**src/rtl/branch_exec.sv**
```systemverilog
// Short-branch execution unit: evaluates Jcc/JMPS/LOOPcc/JCXZ against latched
// flags and count, writes back the decremented count and redirects fetch.
module branch_exec #(
  parameter int AW = 32
) (
  input  logic          clk_i,
  input  logic          rst_ni,
  input  logic          abort_i,
  input  logic          req_valid_i,
  output logic          req_ready_o,
  input  logic          big_i,
  input  logic [7:0]    ir_i,
  input  logic [AW-1:0] disp_i,
  input  logic [AW-1:0] next_eip_i,
  input  logic [AW-1:0] ecx_i,
  input  logic          zf_i,
  input  logic          cf_i,
  input  logic          sf_i,
  input  logic          vf_i,
  input  logic          pf_i,
  output logic          ecx_we_o,
  output logic [AW-1:0] ecx_o,
  output logic          redir_valid_o,
  input  logic          redir_ready_i,
  output logic [AW-1:0] redir_eip_o,
  output logic          done_o,
  output logic          taken_o
);

  typedef enum logic [1:0] {IDLE, EVAL, REDIR, DONE} state_t;

  state_t        state;
  logic          big_q;
  logic [7:0]    ir_q;
  logic [AW-1:0] disp_q;
  logic [AW-1:0] next_eip_q;
  logic [AW-1:0] ecx_q;
  logic          zf_q, cf_q, sf_q, vf_q, pf_q;
  logic          taken_q;
  logic [AW-1:0] redir_eip_q;

  logic          is_jcc, is_jmps, is_loop, is_jcxz;
  logic [AW-1:0] cnt, dec, wb, sum, target;
  logic [15:0]   dec16;
  logic          dec_nz, jcc_cond, cond;

  // The count and decrement wrap in the active operand width; in 16-bit mode
  // the upper half of ECX passes through the write-back untouched.
  always_comb begin
    is_jcc  = (ir_q[7:4] == 4'h7);
    is_jmps = (ir_q == 8'hEB);
    is_loop = (ir_q == 8'hE0) || (ir_q == 8'hE1) || (ir_q == 8'hE2);
    is_jcxz = (ir_q == 8'hE3);
    cnt     = big_q ? ecx_q : {{(AW-16){1'b0}}, ecx_q[15:0]};
    dec16   = ecx_q[15:0] - 16'd1;
    dec     = big_q ? (ecx_q - AW'(1)) : {{(AW-16){1'b0}}, dec16};
    dec_nz  = (dec != '0);
    wb      = big_q ? dec : {ecx_q[AW-1:16], dec16};
    sum     = next_eip_q + disp_q;
    target  = big_q ? sum : {{(AW-16){1'b0}}, sum[15:0]};

    jcc_cond = 1'b0;
    case (ir_q[3:1])
      3'd0: jcc_cond = vf_q;
      3'd1: jcc_cond = cf_q;
      3'd2: jcc_cond = zf_q;
      3'd3: jcc_cond = cf_q | zf_q;
      3'd4: jcc_cond = sf_q;
      3'd5: jcc_cond = pf_q;
      3'd6: jcc_cond = sf_q ^ vf_q;
      3'd7: jcc_cond = (sf_q ^ vf_q) | zf_q;
      default: jcc_cond = 1'b0;
    endcase

    cond = 1'b0;
    if (is_jcc)
      cond = jcc_cond ^ ir_q[0];
    else if (is_jmps)
      cond = 1'b1;
    else if (is_jcxz)
      cond = (cnt == '0);
    else if (ir_q == 8'hE2)
      cond = dec_nz;
    else if (ir_q == 8'hE1)
      cond = dec_nz && zf_q;
    else if (ir_q == 8'hE0)
      cond = dec_nz && !zf_q;
  end

  // Abort wins over every handshake and always returns the unit to IDLE.
  always_ff @(posedge clk_i or negedge rst_ni) begin
    if (!rst_ni) begin
      state       <= IDLE;
      big_q       <= 1'b0;
      ir_q        <= '0;
      disp_q      <= '0;
      next_eip_q  <= '0;
      ecx_q       <= '0;
      zf_q        <= 1'b0;
      cf_q        <= 1'b0;
      sf_q        <= 1'b0;
      vf_q        <= 1'b0;
      pf_q        <= 1'b0;
      taken_q     <= 1'b0;
      redir_eip_q <= '0;
    end else if (abort_i) begin
      state <= IDLE;
    end else begin
      case (state)
        IDLE: begin
          if (req_valid_i) begin
            big_q      <= big_i;
            ir_q       <= ir_i;
            disp_q     <= disp_i;
            next_eip_q <= next_eip_i;
            ecx_q      <= ecx_i;
            zf_q       <= zf_i;
            cf_q       <= cf_i;
            sf_q       <= sf_i;
            vf_q       <= vf_i;
            pf_q       <= pf_i;
            state      <= EVAL;
          end
        end
        EVAL: begin
          taken_q <= cond;
          if (cond) begin
            redir_eip_q <= target;
            state       <= REDIR;
          end else begin
            state <= DONE;
          end
        end
        REDIR: begin
          if (redir_ready_i)
            state <= DONE;
        end
        DONE: state <= IDLE;
        default: state <= IDLE;
      endcase
    end
  end

  assign req_ready_o   = (state == IDLE);
  assign ecx_we_o      = (state == EVAL) && is_loop && !abort_i;
  assign ecx_o         = ecx_we_o ? wb : '0;
  assign redir_valid_o = (state == REDIR) && !abort_i;
  assign redir_eip_o   = redir_eip_q;
  assign done_o        = (state == DONE) && !abort_i;
  assign taken_o       = done_o && taken_q;

endmodule

```
**config.mk**
```make
export PLATFORM = sky130hd
export DESIGN_NAME = branch_exec
export DESIGN_NICKNAME = d
export VERILOG_FILES = /design/src/rtl/branch_exec.sv
export SDC_FILE = /design/constraint.sdc
export NUM_CORES = 1
export LEC_CHECK = 0
export CORE_MARGIN = 1.5
export CORE_UTILIZATION = 40
export DETAILED_ROUTE_END_ITERATION = 16
export HOLD_SLACK_MARGIN = 0.05
export PLACE_DENSITY = 0.7
export SETUP_SLACK_MARGIN = 0.3
export SYNTH_ARGS = -nofsm -noshare
export SYNTH_HDL_FRONTEND = slang
export SYNTH_SLANG_ARGS = --single-unit
```
**constraint.sdc**
```tcl
create_clock -name clk_i -period 9.6 [get_ports clk_i]
set_input_delay 1.44 -clock clk_i [delete_from_list [all_inputs] [get_ports clk_i]]
set_output_delay 1.44 -clock clk_i [all_outputs]
set_load 0.03 [all_outputs]
```
[After elaboration in Yosys (flattened, before gate mapping)]
Cells that the tools add are included.
Storage, ports and cells
  register bits: 145
  logic and storage cells: 75
  input port bits: 115
  output and inout bits: 69
Operators by class
  reductions and logical operators: 19
  equal/unequal tests: 18
  bitwise operators: 5
  add/sub/neg operators: 3
  muxes and demuxes: 17
Operator list (number)
  32-bit two-way mux: 5
  8-bit equality test (second input constant): 5
  32-bit adder: 1
  32-bit logical NOT: 1
  32-bit nonzero test: 1
  32-bit by 1-bit subtractor with 32-bit output (second input constant): 1
  16-bit by 1-bit subtractor with 16-bit output (second input constant): 1
  3-bit equality test (second input constant): 4
  1-bit case mux with 8 select lines: 1
  2-bit case mux with 4 select lines: 1
  1-bit logical AND: 7
  1-bit two-way mux: 7
  3-bit by 2-bit equality test with 1-bit output (second input constant): 2
  2-bit two-way mux: 3
  3-bit inequality test (second input constant): 2
  3-bit AND reduction: 2
  2-bit equality test (second input constant): 2
  4-bit by 3-bit equality test with 1-bit output (second input constant): 1
  2-bit AND reduction: 2
  3-bit by 1-bit equality test with 1-bit output (second input constant): 1
  3-bit logical NOT: 1
  2-bit by 1-bit equality test with 1-bit output (second input constant): 1
  1-bit logical NOT: 2
  2-bit logical NOT: 1
  4 further kinds: 7

[Depth between registers and ports, before layout]
Gate-level depths: netlist (run 1).
  word-level depth: 13
  mapped depth: 14

[Worst setup path before layout (run 1)]
Ideal clock, no wire load.
  path type: register to output
  start point: register ecx_q[0]
  end point: output ecx_o[22]
  buffers on the path: 1
  required time: 8.160 ns
  arrival: 2.866 ns
  slack: 5.294 ns
  stages on the path, launching flop included: 11
  path through: dfrtp_1 inv_1 ha_1 or4b_2 clkbuf_1 nor4_1 nand2_1 nor2_1 nand2_1 xor2_1 nor2_1
On the way
  longest elaborated chain between the ends: 4
RTL lines
  from (decl): RTL line 37  | logic [AW-1:0] ecx_q;
  from (signal assigned): RTL line 116  | ecx_q <= ecx_i;
  32-bit by 1-bit subtractor with 32-bit output: RTL line 56  | dec = big_q ? (ecx_q - AW'(1)) : {{(AW-16){1'b0}}, dec16};
  32-bit two-way mux: RTL line 56
  32-bit two-way mux: RTL line 58  | wb = big_q ? dec : {ecx_q[AW-1:16], dec16};
  32-bit two-way mux: RTL line 146  | assign ecx_o = ecx_we_o ? wb : '0;
  to (decl): RTL line 22  | output logic [AW-1:0] ecx_o,
Every way passes these cells.

[Worst setup path after layout (run 1)]
  start point: register ecx_q[0]
  end point: output ecx_o[28]
Same word-level chain as after synthesis.

==> qor.csv, run 1 <==
metric;value;unit
Sum Neg Setup Slack;0;ns
root buffer cell;clkbuf_16;
Synth area leaders;dfrtp_1, mux2_2, ha_1;
Final Util;54.2;%
Max Cap Viol;0;
Most used DFF post-synth;dfrtp_1;
Netlist cell types;66;
Worst Setup End Kind;output port;
fin crit share;58.4;%
global-route wire length before repair;34500;um
WP data arrival;4.17;ns
Inserted Clock Buffers;17;
Least-Margin Pin Slew;1.03;ns
Yosys top cell by area;dfrtp_1;
drt first pass iters;6;
initial antenna violation count;0;
Hold WS;0.507;ns
synthesized area;8430;um2
Critical Path RT;8.16;ns
syn avg cell area;10.9;um2
leak pwr;4.56;nW
Inserted Diodes;0;
Hold Path Class;flop to flop;
CTS resizes;0;
commonest non-fill, non-tap cell in the layout;clkdlybuf4s50_1;
Critical Path Source;ecx_q[0];
aggregate global-route resource usage;19.8;%
initial core utilization;41.2;%
share of cells above drive strength 1;17.9;%
Syn Nets;928;
drt wl/cell;17.1;um
Yosys warnings;0;
Final setup viols;0;
largest net degree at the start of global routing;76;
Crit Path Class;flop to output port;
RSZ-0062 raised after global routing;no;
P_int;2.21;mW
GPL Wtd Cong;0.861;
pwr dens;333;nW/um2
detailed-route via count;6580;
Final min period;5.61;ns
Sw Ratio;40.0;%
Hold Buf Count CTS;0;
worst-path maximum fanout;7;
commonest non-fill, non-tap cells in the layout;clkdlybuf4s50_1, dfrtp_1, mux2_2;
CP Launch Type;flop;
core area;20400;um2
Worst-path clk slew;0.06;ns
post-route cell area;11100;um2
Worst Skew;0.0114;ns
die height;148;um
Final ANT Viol Nets;0;
port buffer count;183;
Critical R2R Launch;ecx_q[0];
#FFs+latches synth;145;
post-synth top area share;43.1;%
area grow syn2layout;31.3;%
Ports;184;
nets;1096;
Starting DRT DRC Count;351;
VDD IR-drop max;0.000136;V
Async S/R FF share, synth;100;%
clk sinks;145;
register share of total power;31.6;%
# Post-CTS Setup Buffers;0;
Via density;5.38;
final wirelength;20900;um
Post-DP HPWL;15400;um
post-synthesis sequential area ratio;43.1;%
P_sw;1.48;mW
number of synthesized flops with an enable pin;0;
CTS tree;done;
Max Fclk;178;MHz
overflow left after global routing;0;
H-tree levels;4;
Cells after Synth;774;
DP Area;10500;um2
Hold Path Origin;redir_eip_o[30];
# rows;52;
Slew Limit Headroom;31.4;%
status;finished, final reports clean;
Comb pwr share;49.4;%
Die Span X;148;um
number of global-route vias before repair;6625;
Clk network pwr share;19.0;%
Final Hold Viols;0;
worst slack at placement;4.07;ns
worst skew pair latency;0.42;ns
Pins Over Slew Limit;0;
slack of the critical path;3.99;ns
drc violations;0;
Clock Tree Buf Depth;2;
full die area;21900;um2
## per-stage QoR
step                      cells  power, mW
after floorplan             774       2.49
after global placement     1193       2.95
after detailed placement   1193       2.98
after CTS                  1224       3.70
after global routing       1224       3.97
final                      1224       3.69
## registers in the layout (all words and copies together) (netlist names)
| signal | cells |
|---|---|
| ecx_q | 32 |
| taken_q | 1 |
| sf_q | 1 |
| vf_q | 1 |
| next_eip_q | 32 |
| zf_q | 1 |
| big_q | 1 |
| pf_q | 1 |
| redir_eip_o | 32 |
| disp_q | 32 |
| state | 2 |
| cf_q | 1 |
| ir_q | 8 |
## metal layers
metal,vias to the layer above,GRT usage [%],part of all wire [%]
li1,3177,-,-
met4,0,4.60,0.58
met5,-,0,0
met1,3202,26.9,47
met2,189,32.7,48
met3,12,3.96,4.9
## worst max-delay path: stages, from the launching register on
cell             delay [ns]
dfrtp_1                0.42
inv_1                  0.07
ha_1                   0.20
or4b_2                 0.72
nor4_1                 0.68
nand2_1                0.35
nor2_1                 0.23
nand2_1                0.11
xor2_1                 0.18
nor2_1                 0.10
clkdlybuf4s50_1        0.69
## cells in the mapped netlist (11+ instances only)
master	number
ha_1	38
nand4_1	11
nand2_1	32
xor2_1	18
a21oi_1	45
inv_1	19
o21ai_0	16
a21o_1	11
xnor2_1	33
or3_1	13
nor3_1	13
nor2_1	63
dfrtp_1	145
clkbuf_1	29
mux2_2	110
mux2_4	18
nor4_1	16
## cells by family after synthesis
kind of cell,after synthesis,share of synthesized area [%]
compound gates,139,11.0
xor+xnor,51,5.30
fa+ha+maj,39,5.88
buf+inv,57,2.93
flops,145,43.1
mux,135,18.9
simple gates,208,12.9
## power by group through the flow
stage	Clock, mW	Sequential (mW)	Combinational (mW)
global route	0.745	1.21	2.01
global placement	0	1.16	1.78
floorplan	0	1.11	1.38
CTS	0.716	1.16	1.82
detailed placement	0	1.17	1.81
finish	0.702	1.16	1.82
## area by class of cell
class	count	area, um2
inverter	19	71.3
multi-input combinational	572	4550
clock buffer	18	429
tap	270	338
fill	1812	9360
timing repair buffer	187	1860
clock inverter	13	185
sequential	145	3630
## final timing paths
path | endpoint | slack [ns] | depth (start not counted)
max | ecx_o[28] | 3.99 | 10
min | redir_eip_o[30] | 0.51 | 2
max reg2reg | redir_eip_o[0] | 5.20 | 8
min reg2reg | redir_eip_o[30] | 0.51 | 2
max in group asynchronous | redir_eip_o[9] | 7.20 | 2
min in group asynchronous | ecx_q[6] | 1.00 | 1
No activity file was read; power rests on OpenSTA's default activity.
==> run 2: changes to the inputs <==
PLACE_DENSITY = 0.72   (was 0.7)
clock period = 4.9 ns   (was 9.6 ns; I/O delays follow)
==> run 2 against run 1 <==
Non-clock buffer count is 4 higher. Largest cell class unchanged. Flip-flop and latch count stayed put. Highest routed layer unchanged. Critical path depth is 2 lower. Sequential share of layout area is 0.074 points lower. Clock skew hardly changed.
==> qor.csv, run 2 (synthesis results as in run 1) <==
metric;value;unit
nets;1100;
R2R Setup Slk;0.67;ns
drc violations;0;
Critical R2R Capture;redir_eip_o[6];
Max Cap Viol;0;
RSZ-0062 raised after global routing;yes;
Final Hold Viols;0;
Slowest cell on crit path;or4_1;
WP data arrival;3.72;ns
Crit Path Class;flop to output port;
drt wl/cell;16.9;um
Critical Path RT;4.16;ns
Inserted Diodes;0;
crit-path cells;or4_4 > or4_1 > nor2_1 > nand2_1 > nor4_1 > xnor2_1 > nor2_1 > clkdlybuf4s50_1;
Least-Margin Pin Slew;0.770;ns
Critical R2R Launch;ecx_q[0];
status;finished, final reports clean;
final wirelength;20800;um
drt first pass iters;5;
leak pwr;4.70;nW
# Post-CTS Setup Buffers;0;
Clock Tree Buf Depth;2;
overflow left after global routing;0;
Worst-path clk slew;0.06;ns
Die Span X;148;um
CP Launch Type;flop;
CTS tree;done;
Pins Over Slew Limit;0;
commonest non-fill, non-tap cells in the layout;clkdlybuf4s50_1, dfrtp_1, mux2_2;
largest net degree at the start of global routing;68;
Worst path max stage delay;0.73;ns
Tot Pwr;7.14;mW
H-tree levels;4;
worst skew pair latency;0.42;ns
post-route cell area;11100;um2
number of global-route vias before repair;6817;
final-layout fill cell count;1802;
port buffer count;183;
worst-path maximum fanout;10;
initial core utilization;41.2;%
# rows;52;
die height;148;um
Slew Limit Headroom;48.7;%
Hold Path Class;primary input to async pin;
VDD IR-drop max;0.000304;V
GPL Wtd Cong;0.872;
cell mode on critical path;nor2_1;
fin crit share;90.9;%
share of cells above drive strength 1;18.6;%
commonest non-fill, non-tap cell in the layout;clkdlybuf4s50_1;
Worst Skew;0.0119;ns
Register-to-Register Path Depth;8;
fin cells;1229;
Final setup viols;0;
pwr dens;644;nW/um2
Starting DRT DRC Count;328;
global-route wire length before repair;34500;um
initial antenna violation count;0;
Inserted Clock Buffers;17;
DP Area;10500;um2
clk sinks;145;
Worst Setup End Kind;output port;
Buf/Inv on CP;1;
Post-DP HPWL;15300;um
Ports;184;
delay-heaviest family, CP;simple AND/OR/NAND/NOR gates;
Via density;5.42;
Max Fclk;224;MHz
Final ANT Viol Nets;0;
core area;20400;um2
Sum Neg Setup Slack;0;ns
full die area;21900;um2
Placed Cells;1197;
root buffer cell;clkbuf_16;
Final min period;4.46;ns
detailed-route via count;6660;
aggregate global-route resource usage;19.7;%
area grow syn2layout;31.6;%
==> run 2: cell count changes in the layout (fill, tap and decap cells not counted) <==
cell | previous run | this run
clkinvlp_4 | 2 | 5
dlygate4sd2_1 | 0 | 2
buf_4 | 4 | 8
nor4_1 | 16 | 15
clkbuf_8 | 0 | 2
bufinv_16 | 4 | 2
clkbuf_1 | 1 | 0
clkdlybuf4s50_1 | 182 | 173
clkinv_2 | 3 | 4
dlymetal6s2s_1 | 0 | 7
inv_6 | 3 | 1
nor4_2 | 1 | 2
==> run 2: worst max path at each step <==
stage / from / end / slack, ns / depth (start not counted)
detailed placement: ecx_q[0] / redir_eip_o[13] / 0.71 / 8
floorplan: ecx_q[0] / ecx_o[22] / 1.30 / 10
finish: ecx_q[8] / ecx_o[21] / 0.44 / 8
CTS: ecx_q[8] / ecx_o[19] / 0.39 / 7
global placement: ecx_q[8] / ecx_o[27] / 0.74 / 7
global route: ecx_q[0] / ecx_o[26] / 0.25 / 10
==> run 2: where the power goes <==
group	leakage (nW)	switching [mW]	internal [mW]
clock network	0.277	0.527	0.774
registers	1.77	0.540	1.74
logic	2.66	1.81	1.75
==> run 2: area by class of cell <==
cell class	instances	area, um2	share of cell area, %
timing repair buffer	191	1910	17.2
multi-input combinational	572	4560	41.1
tap	270	338	3.05
sequential	145	3630	32.7
inverter	19	71.3	0.643
clock buffer	19	453	4.08
clock inverter	13	135	1.22
==> run 2: what timing repair did <==
| action | CTS | global route |
|---|---|---|
| resized for setup | 2 | 8 |
| endpoints found under the setup margin | 2 | 8 |
| hold buffers | 0 | 0 |
==> run 2: stage by stage <==
stage | hold slack, ns | setup slack, ns | util, %
2_1_floorplan | 0.438 | 1.30 | -
3_3_place_gp | 0.494 | 0.742 | 51.3
3_5_place_dp | 0.499 | 0.714 | 51.3
4_1_cts | 0.341 | 0.390 | 54.2
5_1_grt | 0.343 | 0.254 | 54.3
6_report | 0.287 | 0.444 | 54.3
==> run 2: routing by layer <==
layer,vias to the layer above,wire length (um),track usage [%]
li1,3181,-,-
met1,3240,9350,25.9
met2,226,9950,32.8
met3,13,1290,4.91
met4,0,214,4.50
met5,-,0,0
==> run 3: changes to the inputs <==
PLACE_DENSITY = 0.68   (was 0.72)
==> run 3 against run 2 <==
Worst hold slack better by 0.020 ns. Final area grew 0.47%. Critical path depth is the same. Core utilization grew 0.26 points. Via count fell by 2.1%. Critical path type unchanged. Critical endpoint is now ecx_o[29].
==> qor.csv, run 3 (synthesis results as in run 1) <==
metric;value;unit
aggregate global-route resource usage;19.5;%
met2 usage;31.4;%
core area;20400;um2
Placed Cells;1196;
Max Fclk;224;MHz
Crit Path Class;flop to output port;
Least-Margin Pin Slew;0.742;ns
Clk network pwr share;19.5;%
die height;148;um
crit-path cells;or4_4 > or4_4 > nor2_1 > nand4_1 > nor4_1 > xnor2_1 > nor2_1 > clkdlybuf4s50_1;
Tot Pwr;7.27;mW
Slowest cell on crit path;clkdlybuf4s50_1;
area grow syn2layout;32.3;%
Critical R2R Capture;redir_eip_o[6];
global-route wire length before repair;34000;um
H-tree levels;4;
worst-path maximum fanout;10;
Worst path max stage delay;0.68;ns
commonest non-fill, non-tap cells in the layout;clkdlybuf4s50_1, dfrtp_1, mux2_2;
Die Span X;148;um
# rows;52;
initial antenna violation count;1;
overflow left after global routing;0;
slack of the critical path;0.439;ns
number of global-route vias before repair;6666;
P_int;4.40;mW
Buf/Inv on CP;1;
Final ANT Viol Nets;0;
delay-heaviest family, CP;simple AND/OR/NAND/NOR gates;
nets;1099;
initial core utilization;41.2;%
commonest non-fill, non-tap cell in the layout;clkdlybuf4s50_1;
Pins Over Slew Limit;0;
Inserted Clock Buffers;17;
Ports;184;
CP Launch Type;flop;
busiest grt layer;met2;
# Post-CTS Setup Buffers;0;
CTS tree;done;
Hold Buf Count CTS;0;
detailed-route via count;6521;
P_sw;2.87;mW
Clock Tree Buf Depth;2;
drc violations;0;
Sum Neg Setup Slack;0;ns
Final setup viols;0;
status;finished, final reports clean;
full die area;21900;um2
Final Util;54.5;%
Comb pwr share;49.1;%
Inserted Diodes;0;
Worst-path clk slew;0.06;ns
fin crit share;91.0;%
root buffer cell;clkbuf_16;
worst skew pair latency;0.43;ns
Post-DP HPWL;15200;um
R2R Setup Slk;0.67;ns
leak pwr;4.65;nW
Final Hold Viols;0;
Critical Path RT;4.16;ns
RSZ-0062 raised after global routing;no;
drt first pass iters;4;
port buffer count;183;
met1 Usage GRT;25.7;%
VDD IR-drop max;0.000270;V
M3 GR Usage;4.14;%
Final min period;4.46;ns
drt wl/cell;16.9;um
Register-to-Register Path Depth;8;
Starting DRT DRC Count;352;
largest net degree at the start of global routing;111;
worst slack at placement;0.701;ns
clk sinks;145;
Slew Limit Headroom;50.5;%
GPL Wtd Cong;0.849;
CTS resizes;2;
pwr dens;652;nW/um2
Sw Ratio;39.5;%
fin cells;1228;
register share of total power;31.4;%
Hold Path Class;primary input to async pin;
Max Cap Viol;0;
share of cells above drive strength 1;18.3;%
Critical R2R Launch;ecx_q[0];
Worst Setup End Kind;output port;
Via density;5.31;
Worst Skew;0.0128;ns
WP data arrival;3.73;ns
final wirelength;20800;um
==> run 3: cell types whose count changed in the layout (fill, tap and decap cells not counted), sizes merged <==
cell           change
clkbuf             +5
clkdlybuf4s50      +5
clkinv             -4
dlymetal6s2s       -4
clkinvlp           -3
bufinv             +2
buf                -1
dlygate4sd2        -1
==> run 3: cell type report <==
class,count,area [um2]
clock buffers,24,492
clock inverters,8,149
fillers,1809,9290
inverters,19,71.3
multi-input cells,572,4560
flip-flops and latches,145,3630
well taps,270,338
repair buffers,190,1900
==> run 3: how the worst max path moves through the flow <==
stage / startpoint / end / slack, ns / depth (start not counted)
global placement: ecx_q[8] / ecx_o[27] / 0.76 / 7
detailed placement: ecx_q[0] / redir_eip_o[0] / 0.70 / 8
global route: ecx_q[8] / ecx_o[29] / 0.32 / 8
floorplan: ecx_q[0] / ecx_o[22] / 1.30 / 10
finish: ecx_q[8] / ecx_o[29] / 0.44 / 8
CTS: ecx_q[8] / ecx_o[29] / 0.43 / 8
==> run 3: power by group through the flow <==
| stage | Combinational [mW] | Clock (mW) | Sequential, mW |
|---|---|---|---|
| global placement | 3.49 | 0 | 2.28 |
| floorplan | 2.71 | 0 | 2.18 |
| finish | 3.57 | 1.42 | 2.28 |
| CTS | 3.58 | 1.46 | 2.28 |
| global route | 3.95 | 1.50 | 2.37 |
| detailed placement | 3.54 | 0 | 2.30 |
==> run 3: layer usage <==
layer	vias to the layer above	wire length, um
met1	3134	9620
met4	2	488
met2	172	9730
li1	3179	-
met5	-	17
met3	34	921
==> run 3: metrics by stage <==
stage	hold slack (ns)	cell area, um2
after floorplan	0.438	8430
after global placement	0.495	10500
after detailed placement	0.500	10500
after CTS	0.329	11100
after global routing	0.352	11100
final	0.306	11100
==> run 3: worst register-to-register path: stages (launching register included) <==
cell and delay [ns]:
dfrtp_1 0.41, or3_1 0.58, or3_1 0.57, or4_1 0.48
xor2_1 0.20, and4_1 0.31, or3_1 0.37, nand3_2 0.67
mux2_4 0.54
